$ cat src/rtl/uart_rx_fifo.sv
// Byte FIFO behind a UART receiver: first-word-fall-through read port, sticky overrun,
// level-threshold interrupt. Define UART_RX_FIFO_TIMEOUT_EN to add the idle-timeout interrupt.
module uart_rx_fifo #(
    parameter int unsigned DEPTH       = 16,
    parameter int unsigned THRESH      = 8,
    parameter int unsigned TIMEOUT_CYC = 4096
) (
    input  logic                     clk,
    input  logic                     rst,
    input  logic                     rx_end,
    input  logic [7:0]               rx_data,
    output logic                     rd_valid,
    output logic [7:0]               rd_data,
    input  logic                     rd_ready,
    output logic [$clog2(DEPTH):0]   level,
    output logic                     overrun,
    input  logic                     clr_overrun,
    output logic                     irq
);

    localparam int unsigned AW = $clog2(DEPTH);
    localparam int unsigned LW = AW + 1;

    logic [7:0]    mem [DEPTH];
    logic [AW-1:0] wr_ptr_q;
    logic [AW-1:0] rd_ptr_q;
    logic [LW-1:0] level_q;
    logic          overrun_q;
    logic          full;
    logic          push;
    logic          pop;
    logic          drop;
    logic          timeout_flag;

    assign full     = (level_q == LW'(DEPTH));
    assign rd_valid = (level_q != '0);
    assign pop      = rd_valid && rd_ready;
    // A full FIFO still accepts a byte when the head leaves in the same cycle.
    assign push     = rx_end && (!full || pop);
    assign drop     = rx_end && full && !pop;

    // Level is zero under reset, so gating on rd_valid also yields 8'h00 there.
    assign rd_data  = rd_valid ? mem[rd_ptr_q] : 8'h00;
    assign level    = level_q;
    assign overrun  = overrun_q;
    assign irq      = (level_q >= LW'(THRESH)) | overrun_q | timeout_flag;

    always_ff @(posedge clk) begin
        if (push) begin
            mem[wr_ptr_q] <= rx_data;
        end
    end

    always_ff @(posedge clk or negedge rst) begin
        if (!rst) begin
            wr_ptr_q  <= '0;
            rd_ptr_q  <= '0;
            level_q   <= '0;
            overrun_q <= 1'b0;
        end else begin
            if (push) begin
                wr_ptr_q <= wr_ptr_q + AW'(1);
            end
            if (pop) begin
                rd_ptr_q <= rd_ptr_q + AW'(1);
            end
            case ({push, pop})
                2'b10:   level_q <= level_q + LW'(1);
                2'b01:   level_q <= level_q - LW'(1);
                default: level_q <= level_q;
            endcase
            if (drop) begin
                overrun_q <= 1'b1;
            end else if (clr_overrun) begin
                overrun_q <= 1'b0;
            end
        end
    end

`ifdef UART_RX_FIFO_TIMEOUT_EN
    localparam int unsigned CW = $clog2(TIMEOUT_CYC) + 1;

    logic [CW-1:0] tmo_cnt_q;
    logic          timeout_flag_q;
    logic          idle;

    assign idle         = rd_valid && !push && !pop;
    assign timeout_flag = timeout_flag_q;

    // Counter parks at TIMEOUT_CYC-1; the flag then sets on the following idle edge.
    always_ff @(posedge clk or negedge rst) begin
        if (!rst) begin
            tmo_cnt_q      <= '0;
            timeout_flag_q <= 1'b0;
        end else if (!idle) begin
            tmo_cnt_q      <= '0;
            timeout_flag_q <= 1'b0;
        end else if (tmo_cnt_q != CW'(TIMEOUT_CYC - 1)) begin
            tmo_cnt_q <= tmo_cnt_q + CW'(1);
        end else begin
            timeout_flag_q <= 1'b1;
        end
    end
`else
    logic unused_tmo_cfg;

    assign unused_tmo_cfg = ^TIMEOUT_CYC;
    assign timeout_flag   = 1'b0;
`endif

endmodule

$ cat config.mk
export PLATFORM = sky130hd
export DESIGN_NAME = uart_rx_fifo
export DESIGN_NICKNAME = d
export VERILOG_FILES = /design/src/rtl/uart_rx_fifo.sv
export SDC_FILE = /design/constraint.sdc
export NUM_CORES = 1
export LEC_CHECK = 0
export BUFFER_PORTS_ARGS = -buffer_cell sky130_fd_sc_hd__buf_4
export CORE_MARGIN = 4
export CORE_UTILIZATION = 45
export DETAILED_ROUTE_END_ITERATION = 8
export PLACE_DENSITY = 0.66
export SETUP_SLACK_MARGIN = 0.5
export SKIP_CTS_REPAIR_TIMING = 1
export SYNTH_ARGS = -nofsm -noshare
export SYNTH_HDL_FRONTEND = slang
export SYNTH_SLANG_ARGS = --single-unit
$ cat constraint.sdc
create_clock -name clk -period 4.3 [get_ports clk]
set_clock_uncertainty 0.2 [all_clocks]
set_input_delay 0 -clock clk [delete_from_list [all_inputs] [get_ports clk]]
set_output_delay 0 -clock clk [all_outputs]
set_load 0.05 [all_outputs]
==> metrics.csv, run 1 <==
metric,value,unit
maxSlewViolCount,0,
worst_setup_path_end_kind,primary output,
dr.pass1.iters,4,
multi_input_area,0.00154,mm2
dp_hpwl,7.01,mm
grt_max_degree,36,
cp.required,4.10,ns
grtUsageMet1,24.6,%
synthSimpleGateAreaFrac,5.35,%
avgSynthCellArea,18.7,um2
clock_latency,0.42,ns
ctsLongestPathBuffers,2,
synth-seq-cells,142,
avgRoutedWirePerCell,20.7,um
h-tree-depth,4,
grt_first_pass_wirelength,17.8,mm
place_congestion,0.887,
die_height,122,um
final_nets,381,
syn-cell-area,0.00587,mm2
synth.area.top_cells,"edfxtp_1 65%, mux4_2 12%, dfrtp_1 6.0%",
met3_usage,4.69,%
fillCellCount,992,
synth_compound_area_share,3.20,%
clk_pin_slew,0.06,ns
seqCellArea,0.00420,mm2
cap_violations,0,
ios,29,
outcome,completed,
syn_inst,314,
power.leakage,2.40,nW
synthMuxAreaShare,15.2,%
synth_top_family_by_area,multiplexers,
ir_drop,0.301,mV
drive_gt1_share,27.8,%
final_antenna_net_count,0,
cp-start-kind,register,
die_x,122,um
start_util,46.3,%
synth_top_area_cell,edfxtp_1,
period_minus_slack,2.81,ns
cts_root_buf,clkbuf_16,
worstMarginPinSlew,1.21,ns
tritoncts,done,
yosysSeqAreaShare,71.5,%
grt_pass1_vias,2932,
rsz0062_at_grt,false,
final_cell_mix,"128 x edfxtp_1, 32 x mux4_2, 30 x buf_4",
slew_headroom,18.4,%
hold_ws,0.227,ns
finalCritPeriodShare,65.4,%
power_density,743,mW/mm2
grt_usage,16.8,%
synth_warnings,0,
vias_per_cell,5.45,
holdCritPathClass,in -> reg,
die_area,0.0149,mm2
crit_arrival,2.61,ns
worstSetupPathType,reg -> out,
num_vias,2977,
num_rows,41,
crit_fanout,13,
grt-ovfl-total,0,
antenna_found_initial,0,
final_common_cell,edfxtp_1,
wirelength,11.3,mm
n_antenna_cell,0,
finalSetupTns,0,ns
drc_errors,0,
areaGrowthSynthToFinish,18.9,%
drt_iter0_drc,288,
synthXorXnorAreaFrac,1.04,%
max_freq,0.356,GHz
hold_viol,0,
io_buffers,28,
synthDistinctLibCells,38,
gr-usage-met2,23.9,%
top_usage_layer,met1,
synthAdderAreaFrac,1.49,%
cts.sink_count,142,
numCtsBuffers,17,
setup_viol,0,
synth_top_area_share,65.5,%
syn-num-nets,334,
core,0.0127,mm2
[final cells by class]
cell class / instances / share of cell area, %
Sequential cell: 142 / 60.1
Multi-Input combinational cell: 150 / 22.1
Clock buffer: 17 / 6.09
Timing Repair Buffer: 45 / 5.38
Tap cell: 172 / 3.08
Clock inverter: 15 / 2.98
Inverter: 5 / 0.269
[power breakdown]
part | leakage, nW | switching [mW] | internal, mW | total [mW]
combinational | 0.772 | 0.964 | 0.707 | 1.67
clock | 0.302 | 0.572 | 0.978 | 1.55
sequential | 1.32 | 0.272 | 1.69 | 1.96
total | 2.40 | 1.81 | 3.38 | 5.19
[per-layer routing]
| metal | routed length (um) | share of wire, % | vias up |
|---|---|---|---|
| met2 | 5380 | 48 | 77 |
| met4 | 182 | 1.6 | 0 |
| met3 | 590 | 5.2 | 18 |
| met5 | 0 | 0 | - |
| met1 | 5170 | 46 | 1528 |
| li1 | - | - | 1354 |
[state kept, by name (all words and copies together), names as in the netlist]
| signal | cells |
|---|---|
| rd_ptr_q | 4 |
| level | 5 |
| overrun | 1 |
| wr_ptr_q | 4 |
| mem | 128 |
[through the flow]
step                      cell area (um2)  power (mW)  utilization (%)  instances  worst slack (ns)
after floorplan                      5870        3.22                -        314              1.65
after global placement               6200        3.65             48.9        499              1.57
after detailed placement             6200        3.67             48.9        499              1.53
after CTS                            6830        5.23             53.9        531              1.41
after global routing                 6980        5.43             55.1        546              1.33
final                                6980        5.19             55.1        546              1.49
[synth_stat cells]
master and count:
clkbuf_1 2, o21ai_0 1, buf_4 4, inv_1 5, a21o_1 2, nor3_2 1, o211ai_1 1, o21bai_1 1
o21ai_1 2, nand2_1 14, o22ai_2 1, or3_1 5, ha_1 7, and2_4 1, nand3_1 6, mux2i_1 17
a31oi_4 1, buf_6 4, edfxtp_1 128, a21oi_1 3, dfrtp_1 14, xnor2_1 7, and2b_2 1, a21boi_0 1
mux4_2 32, a22oi_1 2, nor2_2 2, buf_1 2, nor2_1 18, and3b_1 1, nor3_1 5, nand4_1 2
o22ai_1 9, nand2b_1 4, nor4_4 1, a31oi_1 1, buf_2 5, a32oi_1 1
[cells by family (layout without fill, tap and decap cells)]
group,after synthesis,in the layout
muxes,49,49
buffers and inverters,22,82
DFF,142,142
and+or+nand+nor,61,61
adders and majority gates,7,7
AOI/OAI and AO/OA,26,26
xor gates and xnor gates,7,7
[worst max-delay path, cell delays in order (launching register included)]
cell and delay (ns):
dfrtp_2 0.62, buf_4 0.35, mux4_2 0.53, mux2i_1 0.30
o22ai_1 0.17, buf_4 0.22
[worst paths after layout]
path | end | cells after the start | slack (ns) | from
min | level[3] | 4 | 0.23 | rd_ready
min reg2reg | rd_ptr_q[2] | 1 | 0.32 | rd_ptr_q[2]
max reg2reg | mem[3][3] | 4 | 1.57 | level[1]
max | rd_data[0] | 5 | 1.49 | rd_ptr_q[0]
max in group asynchronous | rd_ptr_q[1] | 3 | 2.92 | rst
min in group asynchronous | level[2] | 3 | 0.50 | rst
No activity file was read; power rests on OpenSTA's default activity.
==> run 2, diff against run 1 <==
--- a/config.mk
+++ b/config.mk
@@ -5,6 +5,7 @@
 export SDC_FILE = /design/constraint.sdc
 export NUM_CORES = 1
 export LEC_CHECK = 0
+export ABC_AREA = 1
 export BUFFER_PORTS_ARGS = -buffer_cell sky130_fd_sc_hd__buf_4
 export CORE_MARGIN = 4
 export CORE_UTILIZATION = 45
==> constraint.sdc (replaced) <==
create_clock -name clk -period 2.8 [get_ports clk]
set_clock_uncertainty 0.2 [all_clocks]
set_input_delay 0 -clock clk [delete_from_list [all_inputs] [get_ports clk]]
set_output_delay 0 -clock clk [all_outputs]
set_load 0.05 [all_outputs]
==> metrics.csv, run 2 <==
metric,value,unit,change
layoutNonFillerInstCount,741,,was 546
synth_warnings,0,,unchanged
fillCellCount,1010,,was 992
power_density,1200,mW/mm2,was 743 mW/mm2
comb_power_share,45.2,%,was 32.2%
ios,29,,unchanged
synthDistinctLibCells,21,,was 38
p_sw,3.74,mW,was 1.81 mW
rsz0062_at_grt,true,,was false
p_seq_share,30.8,%,was 37.9%
ir_drop,0.597,mV,was 0.301 mV
finalCritPeriodShare,86.0,%,
place_congestion,0.814,,was 0.887
drc_errors,0,,unchanged
grt_usage,19.1,%,was 16.8%
multi_input_area,0.00156,mm2,was 0.00154 mm2
reg2reg_depth,7,,was 4
switching_share,41.7,%,was 34.9%
clkPwrFrac,24.0,%,was 29.9%
power.leakage,2.73,nW,was 2.40 nW
synth-edff-count,128,,unchanged
syn-cell-area,0.00589,mm2,was 0.00587 mm2
max_freq,0.415,GHz,
async_reset_ff_share,9.86,%,unchanged
finish.instance_area,0.00748,mm2,was 0.00698 mm2
yosysSeqAreaShare,71.2,%,was 71.5%
finalSetupTns,0,ns,unchanged
wirelength,15.2,mm,was 11.3 mm
cp.required,2.60,ns,was 4.10 ns
rr_startpoint,level[4],,was level[1]
final_common_cell,edfxtp_1,,unchanged
crit_arrival,2.21,ns,was 2.61 ns
final_nets,576,,was 381
cap_violations,0,,unchanged
num_vias,4233,,was 2977
synth_top_area_cell,edfxtp_1,,unchanged
synth.area.top_cells,"edfxtp_1 65%, nor2_1 6.3%, dfrtp_1 5.9%",,"was edfxtp_1 65%, mux4_2 12%, dfrtp_1 6.0%"
drt_iter0_drc,358,,was 288
holdPathStages,2,,was 4
yosysMostFrequentCell,edfxtp_1,,unchanged
startpoint,rd_ptr_q[0],,unchanged
worstSetupPathType,reg -> out,,unchanged
period_minus_slack,2.41,ns,
rrSetupSlack,0.54,ns,was 1.57 ns
placed_cell_area,0.00636,mm2,was 0.00620 mm2
final_antenna_net_count,0,,unchanged
final_cell_mix,"128 x edfxtp_1, 94 x nor2_1, 44 x buf_4",,"was 128 x edfxtp_1, 32 x mux4_2, 30 x buf_4"
avgSynthCellArea,12.3,um2,was 18.7 um2
die_area,0.0150,mm2,was 0.0149 mm2
maxSlewViolCount,0,,unchanged
ctsLongestPathBuffers,2,,unchanged
h-tree-depth,4,,unchanged
numCtsBuffers,17,,unchanged
avgRoutedWirePerCell,20.6,um,was 20.7 um
hold_viol,0,,unchanged
whs_endpoint,mem[13][2],,was level[3]
antenna_found_initial,0,,unchanged
top_register,mem,,unchanged
crit_fanout,11,,was 13
n_antenna_cell,0,,unchanged
num_rows,41,,unchanged
cp-start-kind,register,,unchanged
die_x,122,um,about the same
synth-seq-cells,142,,unchanged
clk_pin_slew,0.07,ns,was 0.06 ns
io_buffers,28,,unchanged
grt_max_degree,45,,was 36
dr.pass1.iters,5,,was 4
areaGrowthSynthToFinish,26.9,%,was 18.9%
synth_top_area_share,65.2,%,was 65.5%
drive_gt1_share,23.7,%,was 27.8%
synth-main-ff-cell,edfxtp_1,,unchanged
seqCellArea,0.00420,mm2,unchanged
core,0.0127,mm2,about the same
rr_endpoint,mem[15][3],,was mem[3][3]
p_int,5.23,mW,was 3.38 mW
clock_latency,0.42,ns,about the same
dp_hpwl,8.72,mm,was 7.01 mm
hp-start,rx_data[2],,was rd_ready
worst_setup_path_end_kind,primary output,,unchanged
syn_inst,479,,was 314
worstMarginPinSlew,0.695,ns,was 1.21 ns
synth_common_cells,"128 x edfxtp_1, 99 x nor2_1, 51 x o21ai_0",,"was 128 x edfxtp_1, 32 x mux4_2, 18 x nor2_1"
outcome,completed,,unchanged
holdCritPathClass,in -> reg,,unchanged
vias_per_cell,5.71,,was 5.45
grt_first_pass_wirelength,21.1,mm,was 17.8 mm
cts.sink_count,142,,unchanged
largest_register_ffs,128,,unchanged
setup_viol,0,,unchanged
cts_root_buf,clkbuf_16,,unchanged
grt-ovfl-total,0,,unchanged
die_height,122,um,about the same
tritoncts,done,,unchanged
placedCellCount,676,,was 499
slew_headroom,53.5,%,was 18.4%
start_util,46.3,%,about the same
grt_pass1_vias,3856,,was 2932
syn-num-nets,499,,was 334
run 2: changes by cell type in the layout (fill, tap and decap cells not counted), moves of 14 or more:
cell,delta
buf_4,+14
mux2i_1,-17
mux4_2,-32
nand2_1,+17
nand3_1,+14
nor2_1,+76
o21ai_0,+42
o21ai_1,+27
o221ai_1,+15
run 2: cells by family after synthesis:
logic type / after synthesis / synth area share, %
buf+inv: 49 / 3.93
simple gates: 158 / 11.0
xor+xnor: 7 / 1.04
compound gates: 116 / 11.4
flops: 142 / 71.2
fa+ha+maj: 7 / 1.49
run 2: critical path, stage by stage, from the launching register on:
cell and delay (ns):
dfrtp_2 0.49, clkinv_4 0.13, buf_12 0.15, o21ai_0 0.08, o22ai_1 0.25, nor2_1 0.08
nor2_1 0.13, o21ai_2 0.10, a21oi_2 0.20, buf_6 0.18
run 2: power groups by stage:
stage,logic [mW],clock network [mW],registers (mW)
6_report,4.06,2.15,2.76
2_1_floorplan,2.16,0,2.88
5_1_grt,4.31,2.28,2.78
3_5_place_dp,3.23,0,2.78
3_3_place_gp,3.18,0,2.77
4_1_cts,3.24,2.17,2.74
run 2: cell type report:
type                    instances  area share, %
clock buffers                  17           5.69
clock inverters                15           2.04
inverters                      25           1.46
multi-input cells             288           20.8
flip-flops and latches        142           56.1
well taps                     172           2.88
repair buffers                 81           10.9
repair inverters                1         0.0669
run 2: worst max-delay path by stage:
stage	to	depth (start not counted)
finish	rd_data[7]	9
detailed placement	mem[2][7]	7
global placement	mem[2][0]	7
floorplan	level[4]	15
CTS	rd_data[6]	8
global route	rd_data[7]	9
run 2: routing by layer:
| metal | wire (um) | up-vias | GRT usage, % | part of all wire, % |
|---|---|---|---|---|
| met3 | 783 | 27 | 4.29 | 5.1 |
| met5 | 0 | - | 0 | 0 |
| li1 | - | 1909 | - | - |
| met2 | 7850 | 164 | 31.6 | 51 |
| met4 | 315 | 0 | 6.09 | 2.1 |
| met1 | 6300 | 2133 | 25.3 | 41 |
run 2: stage by stage:
stage	worst slack (ns)	hold WS [ns]	util (%)	total power, mW
2_1_floorplan	0.518	-0.496	-	5.04
3_3_place_gp	0.600	-0.336	50.0	5.95
3_5_place_dp	0.565	-0.333	50.0	6.00
4_1_cts	0.256	-0.778	54.6	8.15
5_1_grt	0.305	0.283	58.8	9.37
6_report	0.393	0.267	58.8	8.97
